File: config.mk
export PLATFORM = sky130hd
export DESIGN_NAME = jt6295_adpcm_enc
export DESIGN_NICKNAME = d
export VERILOG_FILES = /design/src/rtl/jt6295_adpcm_enc.sv
export SDC_FILE = /design/constraint.sdc
export NUM_CORES = 1
export LEC_CHECK = 0
export ABC_AREA = 1
export CAP_MARGIN = 25
export CORE_UTILIZATION = 65
export CTS_BUF_LIST = sky130_fd_sc_hd__clkbuf_8
export CTS_CLUSTER_DIAMETER = 40
export DETAILED_ROUTE_END_ITERATION = 12
export PLACE_DENSITY_LB_ADDON = 0.08
export SLEW_MARGIN = 20
export SYNTH_ARGS = -nofsm -noshare
export SYNTH_HDL_FRONTEND = slang
export SYNTH_SLANG_ARGS = --single-unit
export TNS_END_PERCENT = 10
File: constraint.sdc
create_clock -name clk -period 3.88 [get_ports clk]
set_clock_uncertainty 0.05 [all_clocks]
set_input_delay 0.582 -clock clk [delete_from_list [all_inputs] [get_ports clk]]
set_output_delay 0.582 -clock clk [all_outputs]
set_load 0.02 [all_outputs]
File: src/rtl/jt6295_adpcm_enc.sv
// jt6295_adpcm_enc -- streaming OKI/Dialogic 4-bit ADPCM encoder.
//
// Quantizes 12-bit signed PCM against a predictor that tracks the JT6295
// decoder bit-exactly. Nibbles are packed into bytes in ROM order: the first
// nibble goes in [7:4] and the second in [3:0].
//
// Ports:
//   clk         system clock
//   rst         synchronous, active-high reset
//   cen         sample strobe; honoured only while idle
//   pcm[11:0]   signed PCM sample, latched on an accepted cen
//   busy        high while a sample is being encoded
//   data[7:0]   packed ADPCM byte
//   data_valid  byte available in data
//   data_ready  consumer accepts the byte when data_valid && data_ready
//   ovf         sticky overrun flag: dropped cen or dropped byte
//
// Configuration macro: JT6295_ENC_NIBBLE_EN. When defined, packing is
// bypassed and every nibble is emitted as {4'h0, code}.
module jt6295_adpcm_enc (
    input  logic        clk,
    input  logic        rst,
    input  logic        cen,
    input  logic [11:0] pcm,
    output logic        busy,
    output logic [7:0]  data,
    output logic        data_valid,
    input  logic        data_ready,
    output logic        ovf
);

    typedef enum logic [2:0] {IDLE, SUB, B2, B1, B0, UPD} state_t;

    state_t             st;
    logic signed [11:0] pred;
    logic [11:0]        pcm_l;
    logic [5:0]         idx;
    logic               s, b2, b1, b0;
    logic [12:0]        mag;
    logic [12:0]        acc;
`ifndef JT6295_ENC_NIBBLE_EN
    logic               phase;
    logic [3:0]         hi;
`endif

    // OKI standard step table
    function automatic logic [10:0] step_lut(input logic [5:0] i);
        case (i)
            6'd0:  step_lut = 11'd16;   6'd1:  step_lut = 11'd17;
            6'd2:  step_lut = 11'd19;   6'd3:  step_lut = 11'd21;
            6'd4:  step_lut = 11'd23;   6'd5:  step_lut = 11'd25;
            6'd6:  step_lut = 11'd28;   6'd7:  step_lut = 11'd31;
            6'd8:  step_lut = 11'd34;   6'd9:  step_lut = 11'd37;
            6'd10: step_lut = 11'd41;   6'd11: step_lut = 11'd45;
            6'd12: step_lut = 11'd50;   6'd13: step_lut = 11'd55;
            6'd14: step_lut = 11'd60;   6'd15: step_lut = 11'd66;
            6'd16: step_lut = 11'd73;   6'd17: step_lut = 11'd80;
            6'd18: step_lut = 11'd88;   6'd19: step_lut = 11'd97;
            6'd20: step_lut = 11'd107;  6'd21: step_lut = 11'd118;
            6'd22: step_lut = 11'd130;  6'd23: step_lut = 11'd143;
            6'd24: step_lut = 11'd157;  6'd25: step_lut = 11'd173;
            6'd26: step_lut = 11'd190;  6'd27: step_lut = 11'd209;
            6'd28: step_lut = 11'd230;  6'd29: step_lut = 11'd253;
            6'd30: step_lut = 11'd279;  6'd31: step_lut = 11'd307;
            6'd32: step_lut = 11'd337;  6'd33: step_lut = 11'd371;
            6'd34: step_lut = 11'd408;  6'd35: step_lut = 11'd449;
            6'd36: step_lut = 11'd494;  6'd37: step_lut = 11'd544;
            6'd38: step_lut = 11'd598;  6'd39: step_lut = 11'd658;
            6'd40: step_lut = 11'd724;  6'd41: step_lut = 11'd796;
            6'd42: step_lut = 11'd876;  6'd43: step_lut = 11'd963;
            6'd44: step_lut = 11'd1060; 6'd45: step_lut = 11'd1166;
            6'd46: step_lut = 11'd1282; 6'd47: step_lut = 11'd1411;
            default: step_lut = 11'd1552;
        endcase
    endfunction

    // idx is held constant for the whole sample, so the lookup can stay
    // combinational and be reused by every compare stage.
    logic [10:0]        step;
    logic [12:0]        st0, st1, st2;       // step, step>>1, step>>2
    logic signed [12:0] diff;
    logic [12:0]        mag_abs;
    logic [3:0]         code;
    logic signed [13:0] pred_sum;
    logic signed [11:0] pred_nxt;
    logic signed [7:0]  adj;
    logic signed [7:0]  idx_sum;
    logic [5:0]         idx_nxt;

    always_comb begin
        step     = step_lut(idx);
        st0      = {2'b00, step};
        st1      = {3'b000, step[10:1]};
        st2      = {4'b0000, step[10:2]};
        diff     = $signed({pcm_l[11], pcm_l}) - $signed({pred[11], pred});
        mag_abs  = diff[12] ? 13'(-diff) : 13'(diff);
        code     = {s, b2, b1, b0};

        // Decoder reconstruction: pred +/- acc, saturated to 12 bits
        pred_sum = s ? ($signed({{2{pred[11]}}, pred}) - $signed({1'b0, acc}))
                     : ($signed({{2{pred[11]}}, pred}) + $signed({1'b0, acc}));
        if (pred_sum > 14'sd2047)
            pred_nxt = 12'sd2047;
        else if (pred_sum < -14'sd2048)
            pred_nxt = -12'sd2048;
        else
            pred_nxt = pred_sum[11:0];

        // magnitude 4..7 -> +2,+4,+6,+8 ; 0..3 -> -1
        adj      = b2 ? ($signed({5'b00000, b1, b0, 1'b0}) + 8'sd2) : -8'sd1;
        idx_sum  = $signed({2'b00, idx}) + adj;
        if (idx_sum < 8'sd0)
            idx_nxt = 6'd0;
        else if (idx_sum > 8'sd48)
            idx_nxt = 6'd48;
        else
            idx_nxt = idx_sum[5:0];
    end

    always_ff @(posedge clk) begin
        if (rst) begin
            st         <= IDLE;
            pred       <= '0;
            pcm_l      <= '0;
            idx        <= '0;
            s          <= 1'b0;
            b2         <= 1'b0;
            b1         <= 1'b0;
            b0         <= 1'b0;
            mag        <= '0;
            acc        <= '0;
            busy       <= 1'b0;
            data       <= 8'h00;
            data_valid <= 1'b0;
            ovf        <= 1'b0;
`ifndef JT6295_ENC_NIBBLE_EN
            phase      <= 1'b0;
            hi         <= 4'h0;
`endif
        end else begin
            // Handshake clears valid; a load in UPD below overrides it.
            if (data_valid && data_ready)
                data_valid <= 1'b0;

            if (cen && st != IDLE)
                ovf <= 1'b1;

            case (st)
                IDLE: if (cen) begin
                    pcm_l <= pcm;
                    busy  <= 1'b1;
                    st    <= SUB;
                end
                SUB: begin
                    s   <= diff[12];
                    mag <= mag_abs;
                    acc <= {5'b00000, step[10:3]};
                    b2  <= 1'b0;
                    b1  <= 1'b0;
                    b0  <= 1'b0;
                    st  <= B2;
                end
                B2: begin
                    if (mag >= st0) begin
                        b2  <= 1'b1;
                        mag <= mag - st0;
                        acc <= acc + st0;
                    end
                    st <= B1;
                end
                B1: begin
                    if (mag >= st1) begin
                        b1  <= 1'b1;
                        mag <= mag - st1;
                        acc <= acc + st1;
                    end
                    st <= B0;
                end
                B0: begin
                    if (mag >= st2) begin
                        b0  <= 1'b1;
                        acc <= acc + st2;
                    end
                    st <= UPD;
                end
                UPD: begin
                    pred <= pred_nxt;
                    idx  <= idx_nxt;
`ifdef JT6295_ENC_NIBBLE_EN
                    if (data_valid && !data_ready)
                        ovf <= 1'b1;
                    else begin
                        data       <= {4'h0, code};
                        data_valid <= 1'b1;
                    end
`else
                    if (!phase) begin
                        hi    <= code;
                        phase <= 1'b1;
                    end else begin
                        // A byte still pending means the consumer fell behind.
                        if (data_valid && !data_ready)
                            ovf <= 1'b1;
                        else begin
                            data       <= {hi, code};
                            data_valid <= 1'b1;
                        end
                        phase <= 1'b0;
                    end
`endif
                    busy <= 1'b0;
                    st   <= IDLE;
                end
                default: begin
                    busy <= 1'b0;
                    st   <= IDLE;
                end
            endcase
        end
    end

endmodule

==> results of run 1 <==
[cell usage after synthesis (all sizes together), types with 2 or more instances]
master	n	area, um^2
o21ai	124	628
a211oi	7	52.6
buf	8	61.3
a31oi	7	43.8
xnor2	8	70.1
a21o	2	15.0
a22oi	3	22.5
o21a	4	30.0
o221ai	5	43.8
inv	167	629
nand4	17	121
dfxtp	90	1800
clkbuf	19	71.3
o31ai	4	30.0
nand3b	2	15.0
nor3b	2	15.0
nor2	119	474
ha	80	1000
fa	6	120
o22ai	3	18.8
nor4	3	18.8
or2	14	87.6
nor3	20	121
o21bai	4	30.0
o211ai	13	97.6
nand2	261	1030
xor2	33	297
nand3	81	415
a21oi	143	749
clkinv	2	7.51
[cell families after synthesis]
group                    after synthesis  synth area share
AND/OR/NAND/NOR                      520             0.283
AO/OA/AOI/OAI                        323             0.220
buffers and inverters                196            0.0943
flip-flops                            90             0.221
adder cells (fa/ha/maj)               86             0.137
XOR/XNOR                              41            0.0449
[sequential cells by signal, indices dropped and copies added, names as in the netlist, 3 cells and up]
| name | flops |
|---|---|
| pcm_l | 12 |
| mag | 13 |
| idx | 6 |
| data | 8 |
| st | 3 |
| hi | 4 |
| pred | 12 |
| step | 11 |
| acc | 13 |
[cell type report]
class	count	area, um^2	share of cell area
timing repair buffer	40	365	0.0413
clock inverter	6	114	0.0129
inverter	169	641	0.0723
multi-input combinational	970	5600	0.632
tap	168	210	0.0237
sequential	90	1800	0.203
clock buffer	9	124	0.0140
[cell usage in the layout, fill, tap and decap left out, types with 4 or more instances in the layout]
cell / netlist / layout
nand2_1: 245 / 245
inv_1: 155 / 154
a21oi_1: 138 / 138
o21ai_0: 111 / 111
nor2_1: 110 / 110
dfxtp_1: 90 / 90
ha_1: 80 / 80
nand3_1: 79 / 79
xor2_1: 32 / 32
clkdlybuf4s50_1: 0 / 26
nor3_1: 17 / 17
nand4_1: 16 / 16
buf_4: 1 / 14
nand2_2: 13 / 13
or2_2: 13 / 13
o211ai_1: 13 / 13
inv_2: 11 / 12
o21ai_1: 11 / 11
clkbuf_8: 0 / 9
nor2_2: 8 / 8
xnor2_1: 8 / 8
a31oi_1: 7 / 7
a211oi_1: 7 / 7
fa_1: 6 / 6
o31ai_1: 4 / 4
o21bai_1: 4 / 4
o221ai_1: 5 / 4
o21a_1: 4 / 4
[power groups by stage]
stage          Sequential (mW)  Clock (mW)  Combinational (mW)
2_1_floorplan             1.11           0                1.69
3_3_place_gp              1.14           0                2.12
3_5_place_dp              1.15           0                2.16
4_1_cts                   1.13       0.791                2.18
5_1_grt                   1.14       0.830                2.49
6_report                  1.13       0.788                2.22
[through the flow]
step	instances	worst slack, ns	power (mW)	hold WS (ns)	util
4_1_cts	1452	0.374	4.09	0.429	0.730
6_report	1452	0.335	4.13	0.430	0.731
3_3_place_gp	1437	0.454	3.26	0.406	0.711
5_1_grt	1452	-0.0946	4.46	0.452	0.731
2_1_floorplan	1256	0.593	2.80	0.383	-
3_5_place_dp	1437	0.410	3.31	0.410	0.711
[worst max path at each step]
stage / end / slack (ns) / start
floorplan: acc[12]$_SDFFE_PP0P_ / 0.59 / st[0]$_SDFFE_PP0N_
global placement: step[5]$_DFF_P_ / 0.45 / b0$_SDFFE_PP0P_
detailed placement: step[5]$_DFF_P_ / 0.41 / b0$_SDFFE_PP0P_
CTS: acc[12]$_SDFFE_PP0P_ / 0.37 / st[0]$_SDFFE_PP0N_
global route: acc[12]$_SDFFE_PP0P_ / -0.09 / st[2]$_SDFFE_PP0N_
finish: acc[12]$_SDFFE_PP0P_ / 0.34 / st[2]$_SDFFE_PP0N_
[layer usage]
| metal | vias up | routed length, um |
|---|---|---|
| li1 | 4270 | - |
| met1 | 3870 | 10100 |
| met2 | 267 | 10200 |
| met3 | 51 | 1450 |
| met4 | 0 | 647 |
| met5 | - | 0 |
[worst min-delay path: stages (launching register included)]
cell and delay, ns:
dfxtp_1 0.33, nand2_1 0.06, a21oi_1 0.05
[what timing repair did]
| action | 4_1_cts | 5_1_grt |
|---|---|---|
| hold buffers | 0 | 0 |
| endpoints found under the setup margin | 0 | 2 |
| gates resized for setup | 0 | 3 |
==> flow_metrics.tcl, run 1 <==
set metrics [dict create \
    period_minus_slack_ns 3.54 \
    gr-total-overflow 0 \
    clock_path_buffers 2 \
    max_slew_margin 0.545 \
    hold_start "pcm_l[5]$_SDFFE_PP0P_" \
    ff2ff_setup_slack_ns 0.34 \
    antenna_found_initial 0 \
    irDropWorstVdd_uv 222 \
    cts_num_sinks 90 \
    start_util 0.674 \
    yosys_warnings 0 \
    cp_common_cell "nor2_1" \
    seq_power_share 0.273 \
    n_antenna_cell 0 \
    synthArstFlopShare 0 \
    grt_max_degree 48 \
    synth_flop_cell "dfxtp_1" \
    vias 8458 \
    grt_busiest_layer "met2" \
    dp_hpwl_mm 17.2 \
    critPathBufInv 6 \
    synth_seq_cells 90 \
    dpl_cell_area_um2 8610 \
    avgRoutedWirePerCell_um 15.4 \
    crit_required_ns 4.11 \
    htree_num_levels 3 \
    cp_top_family "simple AND/OR/NAND/NOR gates" \
    grt_pass1_vias 7654 \
    clock_power_share 0.191 \
    syn2layout_area_growth_pct 8.46 \
    fillers 1113 \
    hold_viol 0 \
    crit_path_cell_trace "nor2_1 > inv_1 > nor2_1 > nor2_1 > buf_4 > inv_1 > o21ai_0 > inv_1 > ha_1 > fa_1 > nand3_1 > nand3_1 > a21oi_1 > nor2_1 > inv_1 > nand2_1 > a21oi_1 > inv_1 > a21oi_1 > nor2_1 > nand2_1 > xor2_1 > nor2_1" \
    setup_violations 0 \
    drc_errors 0 \
    cap_violations 0 \
    final_nets 1382 \
    crit_slowest_cell "dfxtp_1" \
    fp.dieW_um 114 \
    crit_path_max_incr_delay_ns 0.44 \
    ys_types 53 \
    worstPathMaxFanout 10 \
    drtIter0Drc 772 \
    postCtsSetupBuffers 0 \
    syn-num-nets 1358 \
    antenna_left 0 \
    hold_path.class "reg2reg" \
    rsz0062_at_grt "yes" \
    seq_area_frac_synth 0.221 \
    critPathKind "reg2reg" \
    worstReg2RegEnd "acc[12]$_SDFFE_PP0P_" \
    critPathArrivalTime_ns 3.77 \
    holdPathEnd "pcm_l[5]$_SDFFE_PP0P_" \
    fin_area_um2 8850 \
    startpoint_type "flip-flop" \
    numCtsBuffers 9 \
    avgViaCountPerCell 5.83 \
    core_um2 12100 \
    cp.depth 23 \
    grt_first_pass_wirelength_mm 36.4 \
    met3_usage 0.0715 \
    place_congestion 0.998 \
    reg2reg_from "st[2]$_SDFFE_PP0N_" \
    power_density_nw_per_um2 467 \
    clk_latency_ns 0.38 \
    path_clk_slew_ns 0.09 \
    syn_avg_cell_area_um2 6.50 \
    synth_edf_count 0 \
    fp.dieH_um 114 \
    finalWirelength_mm 22.3 \
    swShare 0.455 \
    pwr-share-comb 0.536 \
    p_int_mw 2.25 \
    root_buffer "clkbuf_8" \
    io_pins 27 \
    cts_tree "built" \
    synth_area_um2 8160 \
    drive_gt1_frac 0.0748 \
    status "complete, no violations" \
    fin_crit_sh 0.914 \
    worst_pin_slew_ns 0.681 \
    grt.met1_usage 0.455 \
    rr_worst_depth 23 \
    grt_usage 0.355 \
    portBuffers 26 \
    dieArea_um2 13000 \
    cp-end-kind "flip-flop" \
    tns_ns 0 \
    p_leak_nw 4.34 \
    p_sw_mw 1.88 \
    rows 40 \
    slew_violations 0 \
    fmax_ghz 0.282 \
    syn_inst 1256 \
    grtUsageMet2 0.592 \
    hold_path_depth 2 \
    firstDrtPassIters 5 \
]
Note: power is estimated with default switching activity, not from simulation.
==> run 2, diff against run 1 <==
- CORE_UTILIZATION: 65 -> 40
- REMOVE_ABC_BUFFERS: not set -> 1
==> run 2 against run 1 <==
Fmax rose by 0.66%; register-to-register slack improved by 0.02 ns; sequential share of layout area fell by 0.31 points; via count fell by 3.3%; count of clock-buffer cells in the layout did not move; combinational power barely moved; sequential cell count did not move.
==> flow_metrics.tcl, run 2 (same netlist as run 1, synthesis figures left out) <==
set metrics [dict create \
    status "complete, no violations" \
    max_slew_margin 0.588 \
    clock_path_buffers 2 \
    n_antenna_cell 0 \
    cp_common_cell "nand2_2" \
    crit_required_ns 4.15 \
    gr-total-overflow 0 \
    setup_violations 0 \
    fp.dieH_um 145 \
    crit_slowest_cell "dfxtp_1" \
    slew_violations 0 \
    seq_area_um2 1800 \
    cts_tree "built" \
    finalWirelength_mm 23.8 \
    drive_gt1_frac 0.0827 \
    hold_path.class "reg2reg" \
    irDropWorstVdd_uv 220 \
    reg_top3 "acc: 13 flops, mag: 13 flops" \
    worst_pin_slew_ns 0.617 \
    io_pins 27 \
    clk_latency_ns 0.40 \
    core_um2 19700 \
    worstPathMaxFanout 8 \
    hold_viol 0 \
    total_power_mw 4.03 \
    critPathBufInv 3 \
    portBuffers 26 \
    startpoint_type "flip-flop" \
    drtIter0Drc 492 \
    crit_path_cell_trace "ha_1 > or2_2 > ha_1 > nand2_1 > nand2_1 > inv_2 > nand2_2 > nand2_2 > nand3_1 > nand2_2 > nand2_2 > nor2_4 > nand3_1 > nand2_2 > nand2_4 > inv_1 > ha_1 > inv_1 > nor2_2 > nand3b_1 > o211ai_1 > a21oi_1" \
    numCtsBuffers 9 \
    grt_first_pass_wirelength_mm 39.0 \
    fmax_ghz 0.284 \
    dp_hpwl_mm 18.7 \
    fillers 2118 \
    period_minus_slack_ns 3.52 \
    grt_usage 0.241 \
    cts_num_sinks 90 \
    fin_crit_sh 0.908 \
    root_buffer "clkbuf_8" \
    multi_input_area_um2 5600 \
    path_clk_slew_ns 0.12 \
    grt_pass1_vias 7648 \
    crit_path_max_incr_delay_ns 0.36 \
    critPathKind "reg2reg" \
    avgRoutedWirePerCell_um 15.3 \
    firstDrtPassIters 5 \
    critPathArrivalTime_ns 3.79 \
    drc_errors 0 \
    fin_util 0.457 \
    final_common_cell "nand2_1" \
    p_leak_nw 4.37 \
    antenna_found_initial 0 \
    cp-end-kind "flip-flop" \
    avgViaCountPerCell 5.25 \
    grt_max_degree 33 \
    final_nets 1391 \
    cp_top_family "simple AND/OR/NAND/NOR gates" \
    htree_num_levels 3 \
    fp.dieW_um 145 \
    cap_violations 0 \
    rows 51 \
    power_density_nw_per_um2 447 \
    syn2layout_area_growth_pct 10.3 \
    start_util 0.414 \
    antenna_left 0 \
    place_congestion 0.942 \
    dieArea_um2 21000 \
    vias 8182 \
    mostFrequentLayoutCells "nand2_1 (245), inv_1 (154), a21oi_1 (138)" \
]
## run 2: cell count changes in the layout (fill, tap and decap cells not counted), sizes merged
cell / before / now
bufinv: 3 / 0
clkinvlp: 3 / 2
clkinv: 1 / 3
buf: 14 / 23
inv: 168 / 171
## run 2: tightest hold or removal path, cell delays in order, from the launching register on
cell and delay (ns):
dfxtp_1 0.31, inv_1 0.06, a21oi_1 0.06
## run 2: final timing paths
path / startpoint / endpoint / slack, ns / cells past startpoint
worst max register to register: b1$_SDFFE_PP0P_ / step[4]$_DFF_P_ / 0.36 / 22
worst max-delay path: b1$_SDFFE_PP0P_ / step[4]$_DFF_P_ / 0.36 / 22
worst min register to register: pcm_l[0]$_SDFFE_PP0P_ / pcm_l[0]$_SDFFE_PP0P_ / 0.41 / 2
worst min-delay path: pcm_l[0]$_SDFFE_PP0P_ / pcm_l[0]$_SDFFE_PP0P_ / 0.41 / 2
## run 2: cell type report
cell class,count,share of cell area
Inverter,169,0.0711
Clock buffer,9,0.0138
Tap cell,265,0.0368
Timing Repair Buffer,49,0.0481
Clock inverter,7,0.00861
Sequential cell,90,0.200
Multi-Input combinational cell,970,0.621
## run 2: power by group
| group | switching [mW] | internal, mW |
|---|---|---|
| clock | 0.432 | 0.259 |
| sequential | 0.112 | 1.01 |
| combinational | 1.38 | 0.833 |
| total | 1.93 | 2.10 |
## run 2: stage by stage
stage | hold WS [ns] | instances | area (um^2) | TNS (ns) | setup slack (ns)
after global routing | 0.443 | 1559 | 9010 | -0.0262 | -0.0154
final | 0.415 | 1559 | 9010 | 0 | 0.359
after detailed placement | 0.405 | 1539 | 8770 | 0 | 0.315
after floorplan | 0.385 | 1229 | 8030 | 0 | 0.286
after CTS | 0.420 | 1555 | 8970 | 0 | 0.274
after global placement | 0.398 | 1539 | 8770 | 0 | 0.343
## run 2: timing repair
item	4_1_cts	5_1_grt
buffers inserted	0	4
resized for setup	0	4
hold buffers	0	0
setup endpoints to repair	0	3
## run 2: routing by layer
layer	vias to the layer above	share of wire	track usage
li1	4284	-	-
met2	138	0.45	0.401
met4	0	0.0096	0.0416
met3	15	0.035	0.0382
met1	3745	0.50	0.329
met5	-	0	0
==> run 3, diff against run 2 <==
- SETUP_SLACK_MARGIN: not set -> 0.5
==> run 3 against run 2 <==
Register-to-register slack better by 0.20 ns; final area is 5.0% higher; routed wire length is 2.8% higher; utilization is 2.3 points higher; critical path depth is 2 lower; sequential cell count stayed put; total power is 6.4% higher; global-route usage stayed put; combinational power is 11% higher; clock power hardly changed; count of clock-buffer cells in the layout stayed put; via count is 1.6% higher; largest cell class unchanged.
==> flow_metrics.tcl, run 3 (same netlist as run 1, synthesis figures left out) <==
set metrics [dict create \
    grt_usage 0.241 \
    portBuffers 26 \
    final_nets 1407 \
    clock_path_buffers 2 \
    antenna_found_initial 0 \
    numCtsBuffers 9 \
    clk_latency_ns 0.40 \
    n_antenna_cell 0 \
    final_common_cell "nand2_1" \
    avgRoutedWirePerCell_um 15.6 \
    dp_hpwl_mm 18.7 \
    status "complete, no violations" \
    finalWirelength_mm 24.5 \
    drc_errors 0 \
    mostFrequentLayoutCells "nand2_1 (239), inv_1 (150), a21oi_1 (126)" \
    start_util 0.414 \
    rsz0062_at_grt "yes" \
    hold_viol 0 \
    hold_slack_ns 0.398 \
    fp.dieW_um 145 \
    drtIter0Drc 400 \
    reg_top3 "acc: 13 flops, mag: 13 flops" \
    p_leak_nw 4.48 \
    setup_violations 0 \
    critPathArrivalTime_ns 3.56 \
    cts_tree "built" \
    fp.dieH_um 145 \
    irDropWorstVdd_uv 239 \
    fin_util 0.480 \
    avgViaCountPerCell 5.28 \
    vias 8310 \
    rows 51 \
    root_buffer "clkbuf_8" \
    hold_path.class "reg2reg" \
    grt_pass1_vias 7656 \
    startpoint_type "flip-flop" \
    fmax_ghz 0.301 \
    ff2ff_setup_slack_ns 0.56 \
    grt_first_pass_wirelength_mm 39.0 \
    cts_num_sinks 90 \
    period_minus_slack_ns 3.32 \
    dieArea_um2 21000 \
    crit_required_ns 4.11 \
    drive_gt1_frac 0.131 \
    place_congestion 0.942 \
    cp-end-kind "flip-flop" \
    path_clk_slew_ns 0.10 \
    syn2layout_area_growth_pct 15.9 \
    cap_violations 0 \
    slew_violations 0 \
    firstDrtPassIters 5 \
    antenna_left 0 \
    htree_num_levels 3 \
    core_um2 19700 \
    io_pins 27 \
    worstPathMaxFanout 4 \
    power_density_nw_per_um2 453 \
    grt_max_degree 33 \
    worst_pin_slew_ns 0.641 \
    critPathKind "reg2reg" \
    gr-total-overflow 0 \
    max_slew_margin 0.572 \
    tns_ns 0 \
    fin_crit_sh 0.857 \
    cts_hold_buf 0 \
]
-- run 3: cell count changes in the layout (fill, tap and decap cells not counted), moves of 6 or more --
cell,previous run,this run
a21oi_1,138,126
buf_4,23,33
a21oi_2,3,12
ha_1,79,73
ha_4,0,6
nand2_1,245,239
-- run 3: final cells by class --
type / count / area, um^2
Fill cell: 2063 / 10300
Multi-Input combinational cell: 971 / 5880
Sequential cell: 90 / 1820
Inverter: 169 / 646
Timing Repair Buffer: 64 / 582
Tap cell: 265 / 332
Clock buffer: 9 / 124
Clock inverter: 7 / 77.6
-- run 3: path summary, 6_finish.rpt --
path / from / to / cells past startpoint
max: acc[1]$_SDFFE_PP0P_ / pred[5]$_SDFFE_PP0P_ / 20
min: st[0]$_SDFFE_PP0N_ / st[0]$_SDFFE_PP0N_ / 1
max reg2reg: acc[1]$_SDFFE_PP0P_ / pred[5]$_SDFFE_PP0P_ / 20
min reg2reg: st[0]$_SDFFE_PP0N_ / st[0]$_SDFFE_PP0N_ / 1
-- run 3: routing by layer --
layer,global-route usage,vias up,routed length [um]
met4,0.0416,0,278
met5,0,-,0
met3,0.0375,20,864
met2,0.402,147,11300
li1,-,4316,-
met1,0.328,3827,12100
-- run 3: stage by stage --
stage / power [mW] / worst slack, ns / cell area, um^2 / cells
final: 4.29 / 0.555 / 9460 / 1575
after global routing: 4.68 / 0.279 / 9460 / 1575
after CTS: 4.06 / 0.461 / 9010 / 1556
after detailed placement: 3.34 / 0.315 / 8770 / 1539
after global placement: 3.35 / 0.343 / 8770 / 1539
after floorplan: 2.77 / 0.286 / 8030 / 1229
-- run 3: what timing repair did --
item	in CTS	in global routing
endpoints found under the setup margin	17	29
buffers inserted	1	18
pin swaps	1	25
resized for setup	9	65
gates cloned	0	1
-- run 3: critical path, stage by stage (launching register included) --
cell	delay (ns)
dfxtp_2	0.35
buf_6	0.12
nor3_4	0.20
nand2_2	0.10
nor3_4	0.19
nand2_1	0.11
nand2_1	0.10
xnor2_1	0.13
inv_1	0.06
ha_1	0.33
nand2_1	0.10
nor4_2	0.28
nand2_1	0.08
nand3_1	0.10
nand2_1	0.07
nand2_1	0.11
a21oi_4	0.08
xor2_2	0.18
buf_4	0.17
a21oi_4	0.21
a21oi_1	0.09
-- run 3: power by group --
| group | switching [mW] | total (mW) | leakage (nW) | internal [mW] |
|---|---|---|---|---|
| clock | 0.435 | 0.694 | 0.100 | 0.259 |
| sequential | 0.115 | 1.12 | 0.736 | 1.01 |
| combinational | 1.51 | 2.47 | 3.64 | 0.957 |
